$ cat config.mk
export PLATFORM = sky130hd
export DESIGN_NAME = clkdiv_multi
export DESIGN_NICKNAME = d
export VERILOG_FILES = /design/src/rtl/clkdiv_multi.sv
export SDC_FILE = /design/constraint.sdc
export NUM_CORES = 1
export LEC_CHECK = 0
export BUFFER_PORTS_ARGS = -buffer_cell sky130_fd_sc_hd__buf_4
export CORE_MARGIN = 2
export CORE_UTILIZATION = 45
export CTS_CLUSTER_SIZE = 14
export DETAILED_ROUTE_END_ITERATION = 12
export PLACE_DENSITY_LB_ADDON = 0.1
export SLEW_MARGIN = 20
export SYNTH_ARGS = -nofsm -noshare
export SYNTH_HDL_FRONTEND = slang
export SYNTH_SLANG_ARGS = --single-unit
$ cat constraint.sdc
create_clock -name clk -period 1.58 [get_ports clk]
set_input_delay 0.316 -clock clk [delete_from_list [all_inputs] [get_ports clk]]
set_output_delay 0.316 -clock clk [all_outputs]
set_load 0.02 [all_outputs]
$ cat src/rtl/clkdiv_multi.sv
// clkdiv_multi: NCH independent programmable clock dividers sharing one clock.
// Each channel counts 0..L, then wraps. On the wrap it emits a one-cycle tick
// and flips a toggle flop. hzX selects tick or toggle per channel via mode.
// A global sync restarts every channel in phase.
// Optional feature macro: CLKDIV_SHADOW_EN. When defined, each channel latches
// its limit into a shadow register at reset, at sync and at every wrap. When
// undefined, the compare uses the live lim input.
module clkdiv_multi #(
    parameter int unsigned BITLEN = 8,
    parameter int unsigned NCH    = 4
) (
    input  logic                  clk,
    input  logic                  rst,
    input  logic [NCH-1:0]        en,
    input  logic [NCH-1:0]        mode,
    input  logic                  sync,
    input  logic [NCH*BITLEN-1:0] lim,
    output logic [NCH-1:0]        tick,
    output logic [NCH-1:0]        hzX
);

    logic [BITLEN-1:0] cnt_q   [NCH];
    logic [BITLEN-1:0] cnt_d   [NCH];
    logic [BITLEN-1:0] lim_in  [NCH];
    logic [BITLEN-1:0] lim_cur [NCH];
    logic [NCH-1:0]    tog_q;
    logic [NCH-1:0]    tog_d;
    logic [NCH-1:0]    tick_q;
    logic [NCH-1:0]    tick_d;
    logic [NCH-1:0]    wrap_c;

    // Unpack the flattened limit bus into one word per channel
    always_comb begin
        for (int i = 0; i < int'(NCH); i++) begin
            lim_in[i] = lim[i*BITLEN +: BITLEN];
        end
    end

`ifdef CLKDIV_SHADOW_EN
    logic [BITLEN-1:0] lim_q [NCH];
    logic [BITLEN-1:0] lim_d [NCH];

    // Compare against the limit captured at the start of the current period
    always_comb begin
        for (int i = 0; i < int'(NCH); i++) begin
            lim_cur[i] = lim_q[i];
        end
    end

    // Shadow limit reloads at sync and at each wrap so lim changes never truncate a period
    always_comb begin
        for (int i = 0; i < int'(NCH); i++) begin
            lim_d[i] = lim_q[i];
            if (sync || wrap_c[i]) begin
                lim_d[i] = lim_in[i];
            end
        end
    end

    // Shadow limit register
    always_ff @(posedge clk) begin
        for (int i = 0; i < int'(NCH); i++) begin
            if (!rst) begin
                lim_q[i] <= lim_in[i];
            end else begin
                lim_q[i] <= lim_d[i];
            end
        end
    end
`else
    // Compare directly against the live limit input
    always_comb begin
        for (int i = 0; i < int'(NCH); i++) begin
            lim_cur[i] = lim_in[i];
        end
    end
`endif

    // Wrap detect: an enabled channel whose count has reached its limit
    always_comb begin
        wrap_c = '0;
        for (int i = 0; i < int'(NCH); i++) begin
            wrap_c[i] = en[i] && (cnt_q[i] == lim_cur[i]);
        end
    end

    // Next-state for counters, toggles and ticks; sync overrides enable
    always_comb begin
        tog_d  = tog_q;
        tick_d = '0;
        for (int i = 0; i < int'(NCH); i++) begin
            cnt_d[i] = cnt_q[i];
            if (sync) begin
                cnt_d[i] = '0;
                tog_d[i] = 1'b0;
            end else if (wrap_c[i]) begin
                cnt_d[i]  = '0;
                tick_d[i] = 1'b1;
                tog_d[i]  = ~tog_q[i];
            end else if (en[i]) begin
                // Plain modulo-2^BITLEN increment; a lowered live limit rolls over
                cnt_d[i] = cnt_q[i] + BITLEN'(1);
            end
        end
    end

    // State registers with synchronous active-low reset
    always_ff @(posedge clk) begin
        if (!rst) begin
            tog_q  <= '0;
            tick_q <= '0;
        end else begin
            tog_q  <= tog_d;
            tick_q <= tick_d;
        end
        for (int i = 0; i < int'(NCH); i++) begin
            if (!rst) begin
                cnt_q[i] <= '0;
            end else begin
                cnt_q[i] <= cnt_d[i];
            end
        end
    end

    // Outputs: tick is registered; hzX muxes two registered flops by mode
    assign tick = tick_q;
    assign hzX  = (mode & tick_q) | (~mode & tog_q);

endmodule

; Word level (Yosys, flattened, before mapping)
; Memory sizes are Yosys's and may differ from the RTL's.
; Cells that the tools add are included.
[totals]
regBits = 8
mem_bits_rw = 32
word_cells = 54
mem_count = 1
inputBits = 43
out_inout_bits = 8
[classes]
add_sub_neg = 4
mux = 22
bitwise = 13
eq_ne = 4
n_reduce_logical = 5
[mem_list]
columns = memory, depth, word_bits, rd, rd_ports_with_merged_regs, wr, line
row1 = cnt_q, 4, 8, 4, 0, 4, 22  ; logic [BITLEN-1:0] cnt_q [NCH];
[ops]
columns = op, count
row1 = 8-bit two-way mux, 16
row2 = "8-bit by 1-bit adder with 8-bit output, second input constant", 4
row3 = 8-bit == test, 4
row4 = 4-bit AND, 2
row5 = 1-bit two-way mux, 6
row6 = 1-bit inverter, 5
row7 = 1-bit logical AND, 4
row8 = 4-bit inverter, 1
row9 = 1-bit OR, 4
row10 = 4-bit OR, 1
row11 = 2-bit OR reduction, 1

; Depth between registers and ports, before layout
; Gate-level depths: netlist of run 1.
[depth]
ltp_word = 5
ltp_mapped = 5
depth_no_buf = 5

; Worst setup path after synthesis of run 1
; No wires, ideal clock.
[synth_path]
path_type = reg2reg
start = memory cnt_q[1][0]
end = register tog_q[1]
stages_incl_launch_ff = 5
path_slack_ps = 217
path_buffers = 0
arrival_ps = 1293
path_cell_list = dfxtp_1 > xnor2_1 > nand4_1 > or4_1 > a21oi_1
[synth_rtl]
columns = item, line
row1 = "start, declared", 22
row2 = "end signal, assigned", 113  ; tog_q <= tog_d;
row3 = "end, declared", 26  ; logic [NCH-1:0] tog_q;

==> results of run 1 <==
## layout by cell type (no fill, tap or decap), drive strengths merged
cell type / count
a21oi: 4
and3: 1
and4: 1
buf: 66
clkbuf: 7
dfxtp: 40
ha: 4
mux2: 4
mux2i: 4
nand2: 17
nand2b: 1
nand3: 7
nand4: 15
nor2: 38
nor2b: 1
nor3: 3
nor4: 4
o31ai: 8
or4: 4
xnor2: 45
xor2: 15
## metal layers
| metal | routed length (um) | share of wire [%] | global-route usage [%] | vias to the layer above |
|---|---|---|---|---|
| met1 | 1820 | 46 | 19.9 | 770 |
| li1 | - | - | - | 886 |
| met2 | 1840 | 47 | 27.0 | 36 |
| met3 | 202 | 5.1 | 3.99 | 7 |
| met4 | 78 | 2.0 | 7.34 | 0 |
| met5 | 0 | 0 | 0 | - |
## state kept, by name (all words and copies together) (netlist names)
signal	cells
cnt_q	32
tick	4
tog_q	4
## cell type report
type	instances	area share (%)
sequential	40	30.2
clock buffer	7	3.63
timing repair buffer	66	18.7
tap	52	2.45
multi-input combinational	176	45.0
## worst min-delay path, stage by stage
cell,delay [ns]
sky130_fd_sc_hd__buf_4,0.12
sky130_fd_sc_hd__xnor2_1,0.07
sky130_fd_sc_hd__nor2_1,0.07
## through the flow
stage | setup slack, ns | hold slack [ns]
6_report | 0.117 | 0.312
3_5_place_dp | 0.0604 | 0.476
5_1_grt | 0.00613 | 0.334
2_1_floorplan | 0.217 | 0.449
4_1_cts | 0.108 | 0.307
3_3_place_gp | 0.112 | 0.469
## logic make-up (layout without fill, tap and decap cells)
logic type / Yosys count / after routing / synth area share, %
xor+xnor: 60 / 60 / 26.1
fa+ha+maj: 4 / 4 / 2.48
simple gates: 92 / 92 / 21.5
compound gates: 12 / 12 / 4.96
flops: 40 / 40 / 39.7
buf+inv: 5 / 73 / 1.12
mux: 8 / 8 / 4.22
## cell usage after synthesis (all sizes together) (3+ instances only)
library cell	instances	share of area (%)
nor3	3	0.74
mux2i	4	2.0
o31ai	8	4.0
nand3	7	1.7
buf	4	0.93
xor2	15	6.5
nand2	17	3.2
ha	4	2.5
nand4	15	4.7
xnor2	45	20
dfxtp	40	40
mux2	4	2.2
or4	4	1.5
nor4	4	1.2
a21oi	4	0.99
nor2	38	7.1
## worst paths after layout
path / from / to / slack (ns) / cells past startpoint
worst min register to register: tog_q[1] / tog_q[1] / 0.48 / 2
worst max-delay path: cnt_q[1][5] / tog_q[1] / 0.12 / 4
worst max register to register: cnt_q[1][5] / tog_q[1] / 0.12 / 4
worst min-delay path: en[2] / cnt_q[2][0] / 0.31 / 3
## timing repair
item / 4_1_cts / 5_1_grt
hold endpoints to repair: 0 / 0
hold buffers: 0 / 0
endpoints found under the setup margin: 0 / 1
gates resized for setup: 0 / 0
setup buffers: 0 / 0
## power by group through the flow
| stage | logic, mW | clock network (mW) | registers, mW |
|---|---|---|---|
| 2_1_floorplan | 0.109 | 0 | 1.05 |
| 3_3_place_gp | 0.233 | 0 | 1.04 |
| 3_5_place_dp | 0.236 | 0 | 1.04 |
| 4_1_cts | 0.236 | 0.764 | 1.02 |
| 5_1_grt | 0.255 | 0.810 | 1.02 |
| 6_report | 0.233 | 0.741 | 1.02 |
==> impl_metrics.tcl, run 1 <==
set metrics [dict create \
    yosysSeqAreaShare_pct 39.7 \
    worstSkewPairLatency_ns 0.30 \
    regArea_um2 801 \
    gpl.final_weighted_congestion 0.829 \
    dp_hpwl_mm 3.01 \
    worstPathCellList "xnor2_1 -> nand3_1 -> or4_1 -> a21oi_1" \
    crit_buf_inv 0 \
    die_area_um2 5030 \
    nNetsFinal 336 \
    min_period_over_period_pct 92.6 \
    vdd.ir_drop.worst_v 0.000529 \
    number_of_synthesis_warnings 0 \
    synth.distinct_cells 23 \
    timing.final.hold_violations 0 \
    setup_repair_after_global_routing_missed_its_margin "false" \
    antennaDiodeCount 0 \
    first_global_vias 1520 \
    clock_sinks 40 \
    critical_path.max_fanout 4 \
    drt-total-wl_mm 3.94 \
    final_design_area_no_fill_um2 2650 \
    cts.clk_slew.worst_paths_ns 0.08 \
    max-clock-path-buffers 2 \
    antenna_found_initial 0 \
    netSwitchingPower_uw 455 \
    post_synth.cell_area_avg_um2 9.13 \
    standard_cell_area_after_detailed_placement_um2 2550 \
    power.total_mw 1.99 \
    final_core_utilization_pct 61.3 \
    avg_vias_per_cell 4.98 \
    slew_headroom_pct 63.0 \
    cpMaxStageDelayCell "sky130_fd_sc_hd__or4_1" \
    p_seq_share_pct 51.2 \
    max_clk_rate_mhz 684 \
    ioPinCount 51 \
    remaining_routing_drc_violations 0 \
    worstSetupStartpointType "flop" \
    status "finished clean" \
    final.setup.tns_ns 0 \
    tritoncts_clock_tree "done" \
    final.setup_skew_ns 0.00615 \
    die_y_um 71.0 \
    area_taken_by_multi_input_logic_gates_um2 1190 \
    cts.htree.levels 2 \
    timing.critical_path.to_type "flop" \
    post_synth_inst_count 221 \
    number_of_flip_flops_and_latches_in_the_synthesized_netlist 40 \
    final_setup_viols 0 \
    drt_pass1_iterations 4 \
    max_cap_violations 0 \
    violation_count_after_the_first_detailed_routing_iteration 46 \
    drtAntennaViolNets 0 \
    power_leakage_nw 0.987 \
    min_path_type "in -> reg" \
    critical-path-max-stage-delay_ns 0.54 \
    share_comb_of_total_power_pct 11.7 \
    detailroute.via_count 1699 \
    power.share.clock_pct 37.2 \
    syn_area_um2 2020 \
    synth_fp_nets 268 \
    synth-edff-count 0 \
    core_area_um2 4320 \
    port_buffers 50 \
    critical_path_class "reg -> reg" \
    transition_time_at_the_pin_with_the_least_slew_margin_ns 0.554 \
    synth-async-reset-ratio_pct 0 \
    layout_min_cycle_time_ns 1.46 \
    share_of_final_layout_standard_cells_stronger_than_drive_strength_1_pct 28.0 \
    place_inst 334 \
    grt_pass1_wl_mm 6.43 \
    grt_use_total_pct 16.3 \
    synth_flop_cell "sky130_fd_sc_hd__dfxtp_1" \
    fillers 412 \
    floorplan.die.width_um 71.0 \
    cell_internal_power_mw 1.54 \
    power.density_nw_per_um2 752 \
    worst_ep_required_time_ns 1.81 \
    synthToLayoutAreaGrowth_pct 31.5 \
    post_layout_nonfiller_instances 341 \
    tritoncts.num_buffers 5 \
    globalRouteOverflowTotal 0 \
    final-max-slew-violation-count 0 \
    cts_root_buffer "sky130_fd_sc_hd__clkbuf_8" \
    netSwitchingFraction_pct 22.8 \
    worst_ep_arrival_time_ns 1.69 \
    wl_per_cell_um 11.6 \
    floorplan.initialDensity_pct 46.6 \
    grt_start_max_net_pins 12 \
    critical-path-top-delay-family "simple AND/OR/NAND/NOR gates" \
    rows 24 \
]
(Power assumes the default switching activity.)
==> inputs of run 2 (changes only) <==
==> constraint.sdc (replaced) <==
create_clock -name clk -period 1.4 [get_ports clk]
set_input_delay 0.28 -clock clk [delete_from_list [all_inputs] [get_ports clk]]
set_output_delay 0.28 -clock clk [all_outputs]
set_load 0.02 [all_outputs]
==> impl_metrics.tcl, run 2 (synthesis gave the netlist of run 1 again) <==
set metrics [dict create \
    timing.critical_path.to_type "flop" \
    layout.cells.most_common "sky130_fd_sc_hd__buf_4" \
    most-common-layout-cells "sky130_fd_sc_hd__buf_4, sky130_fd_sc_hd__nor2_1, sky130_fd_sc_hd__xnor2_1, sky130_fd_sc_hd__dfxtp_1, sky130_fd_sc_hd__nand2_1" \
    critical-path-max-stage-delay_ns 0.52 \
    first_global_vias 1687 \
    rows 24 \
    floorplan.initialDensity_pct 46.6 \
    gpl.final_weighted_congestion 0.818 \
    synthToLayoutAreaGrowth_pct 45.5 \
    slew_headroom_pct 62.0 \
    critical_path_class "reg -> reg" \
    fillers 369 \
    avg_vias_per_cell 4.91 \
    min_period_over_period_pct 99.4 \
    place_inst 356 \
    clock_sinks 40 \
    setup_repair_after_global_routing_missed_its_margin "true" \
    wl_per_cell_um 11.5 \
    layout_min_cycle_time_ns 1.39 \
    share_of_final_layout_standard_cells_stronger_than_drive_strength_1_pct 40.7 \
    crit_buf_inv 0 \
    transition_time_at_the_pin_with_the_least_slew_margin_ns 0.569 \
    largest_register "cnt_q" \
    antennaDiodeCount 0 \
    worstSkewPairLatency_ns 0.30 \
    grt_start_max_net_pins 13 \
    floorplan.die.width_um 71.0 \
    worst_ep_required_time_ns 1.63 \
    timing.final.hold_violations 0 \
    min_path_type "in -> reg" \
    final_setup_viols 0 \
    power_leakage_nw 1.16 \
    core_area_um2 4320 \
    drtAntennaViolNets 0 \
    critical-path-top-delay-family "simple AND/OR/NAND/NOR gates" \
    dp_hpwl_mm 3.21 \
    tritoncts_clock_tree "done" \
    drt-total-wl_mm 4.24 \
    post_layout_nonfiller_instances 369 \
    tritoncts.num_buffers 5 \
    cts_root_buffer "sky130_fd_sc_hd__clkbuf_8" \
    largest_register_ff_count 32 \
    drt_pass1_iterations 4 \
    standard_cell_area_after_detailed_placement_um2 2720 \
    die_area_um2 5030 \
    final.setup_skew_ns 0.00536 \
    final-max-slew-violation-count 0 \
    ioPinCount 51 \
    violation_count_after_the_first_detailed_routing_iteration 44 \
    die_y_um 71.0 \
    final.setup.tns_ns 0 \
    worstPathCellList "xnor2_2 -> nand4_1 -> or4_4 -> a21oi_2" \
    grt_pass1_wl_mm 6.98 \
    remaining_routing_drc_violations 0 \
    worstSetupStartpointType "flop" \
    cpMaxStageDelayCell "sky130_fd_sc_hd__or4_4" \
    vdd.ir_drop.worst_v 0.000534 \
    final_design_area_no_fill_um2 2930 \
    cts.htree.levels 2 \
    cts.clk_slew.worst_paths_ns 0.08 \
    power.total_mw 2.26 \
    detailroute.via_count 1811 \
    max-clock-path-buffers 2 \
    worst_ep_arrival_time_ns 1.63 \
    finalHoldWorstSlack_ns 0.285 \
    max_cap_violations 0 \
    grt_use_total_pct 17.5 \
    antenna_found_initial 0 \
    nNetsFinal 363 \
    port_buffers 50 \
    status "finished clean" \
    power.density_nw_per_um2 770 \
    globalRouteOverflowTotal 0 \
    critical_path.max_fanout 3 \
    max_clk_rate_mhz 719 \
]
-- run 2: changes by cell type in the layout (fill, tap and decap cells not counted), sizes merged --
| cell | before | now |
|---|---|---|
| buf | 66 | 93 |
| clkinv | 0 | 2 |
| clkbuf | 7 | 6 |
-- run 2: final timing paths --
| check | from | endpoint | slack, ns | cells past startpoint |
|---|---|---|---|---|
| max | cnt_q[1][7] | tog_q[1] | 0.009 | 4 |
| min | en[1] | cnt_q[1][0] | 0.29 | 3 |
| max reg2reg | cnt_q[1][7] | tog_q[1] | 0.009 | 4 |
| min reg2reg | tog_q[0] | tog_q[0] | 0.49 | 2 |
-- run 2: cell type report --
type                    instances  area (um^2)  share of cell area, %
flip-flops and latches         40          812                   27.7
clock inverters                 2         10.0                  0.341
well taps                      52         65.1                   2.22
clock buffers                   6         82.6                   2.81
repair buffers                 93          698                   23.8
multi-input cells             176         1270                   43.2
-- run 2: per-stage QoR --
stage	setup WS, ns	util (%)
floorplan	0.0367	-
global placement	-0.0431	62.9
detailed placement	-0.0855	62.9
CTS	0.00355	65.2
global route	-0.0950	67.9
finish	0.00902	67.9
-- run 2: power by group --
part	switching (mW)	internal [mW]	leakage, nW	total [mW]
sequential	0.00709	1.15	0.327	1.15
clock	0.412	0.393	0.0510	0.805
combinational	0.123	0.178	0.787	0.301
total	0.541	1.72	1.16	2.26
-- run 2: layer usage --
layer  vias up  track usage, %  share of wire [%]
li1        946               -                  -
met1       823            20.9                 44
met2        36            29.1                 50
met3         6            5.98                5.0
met4         0            6.29                1.3
met5         -               0                  0
-- run 2: what timing repair did --
| action | in CTS | in global routing |
|---|---|---|
| hold buffers | 0 | 0 |
| gates resized for setup | 1 | 19 |
| setup endpoints to repair | 2 | 11 |
| pin swaps | 1 | 23 |
| buffers inserted | 1 | 4 |
-- run 2: worst reg2reg max path: stages (launching register included) --
cell                      delay (ns)
sky130_fd_sc_hd__dfxtp_2        0.34
sky130_fd_sc_hd__xnor2_2        0.15
sky130_fd_sc_hd__nand4_1        0.18
sky130_fd_sc_hd__or4_4          0.52
sky130_fd_sc_hd__a21oi_2        0.14
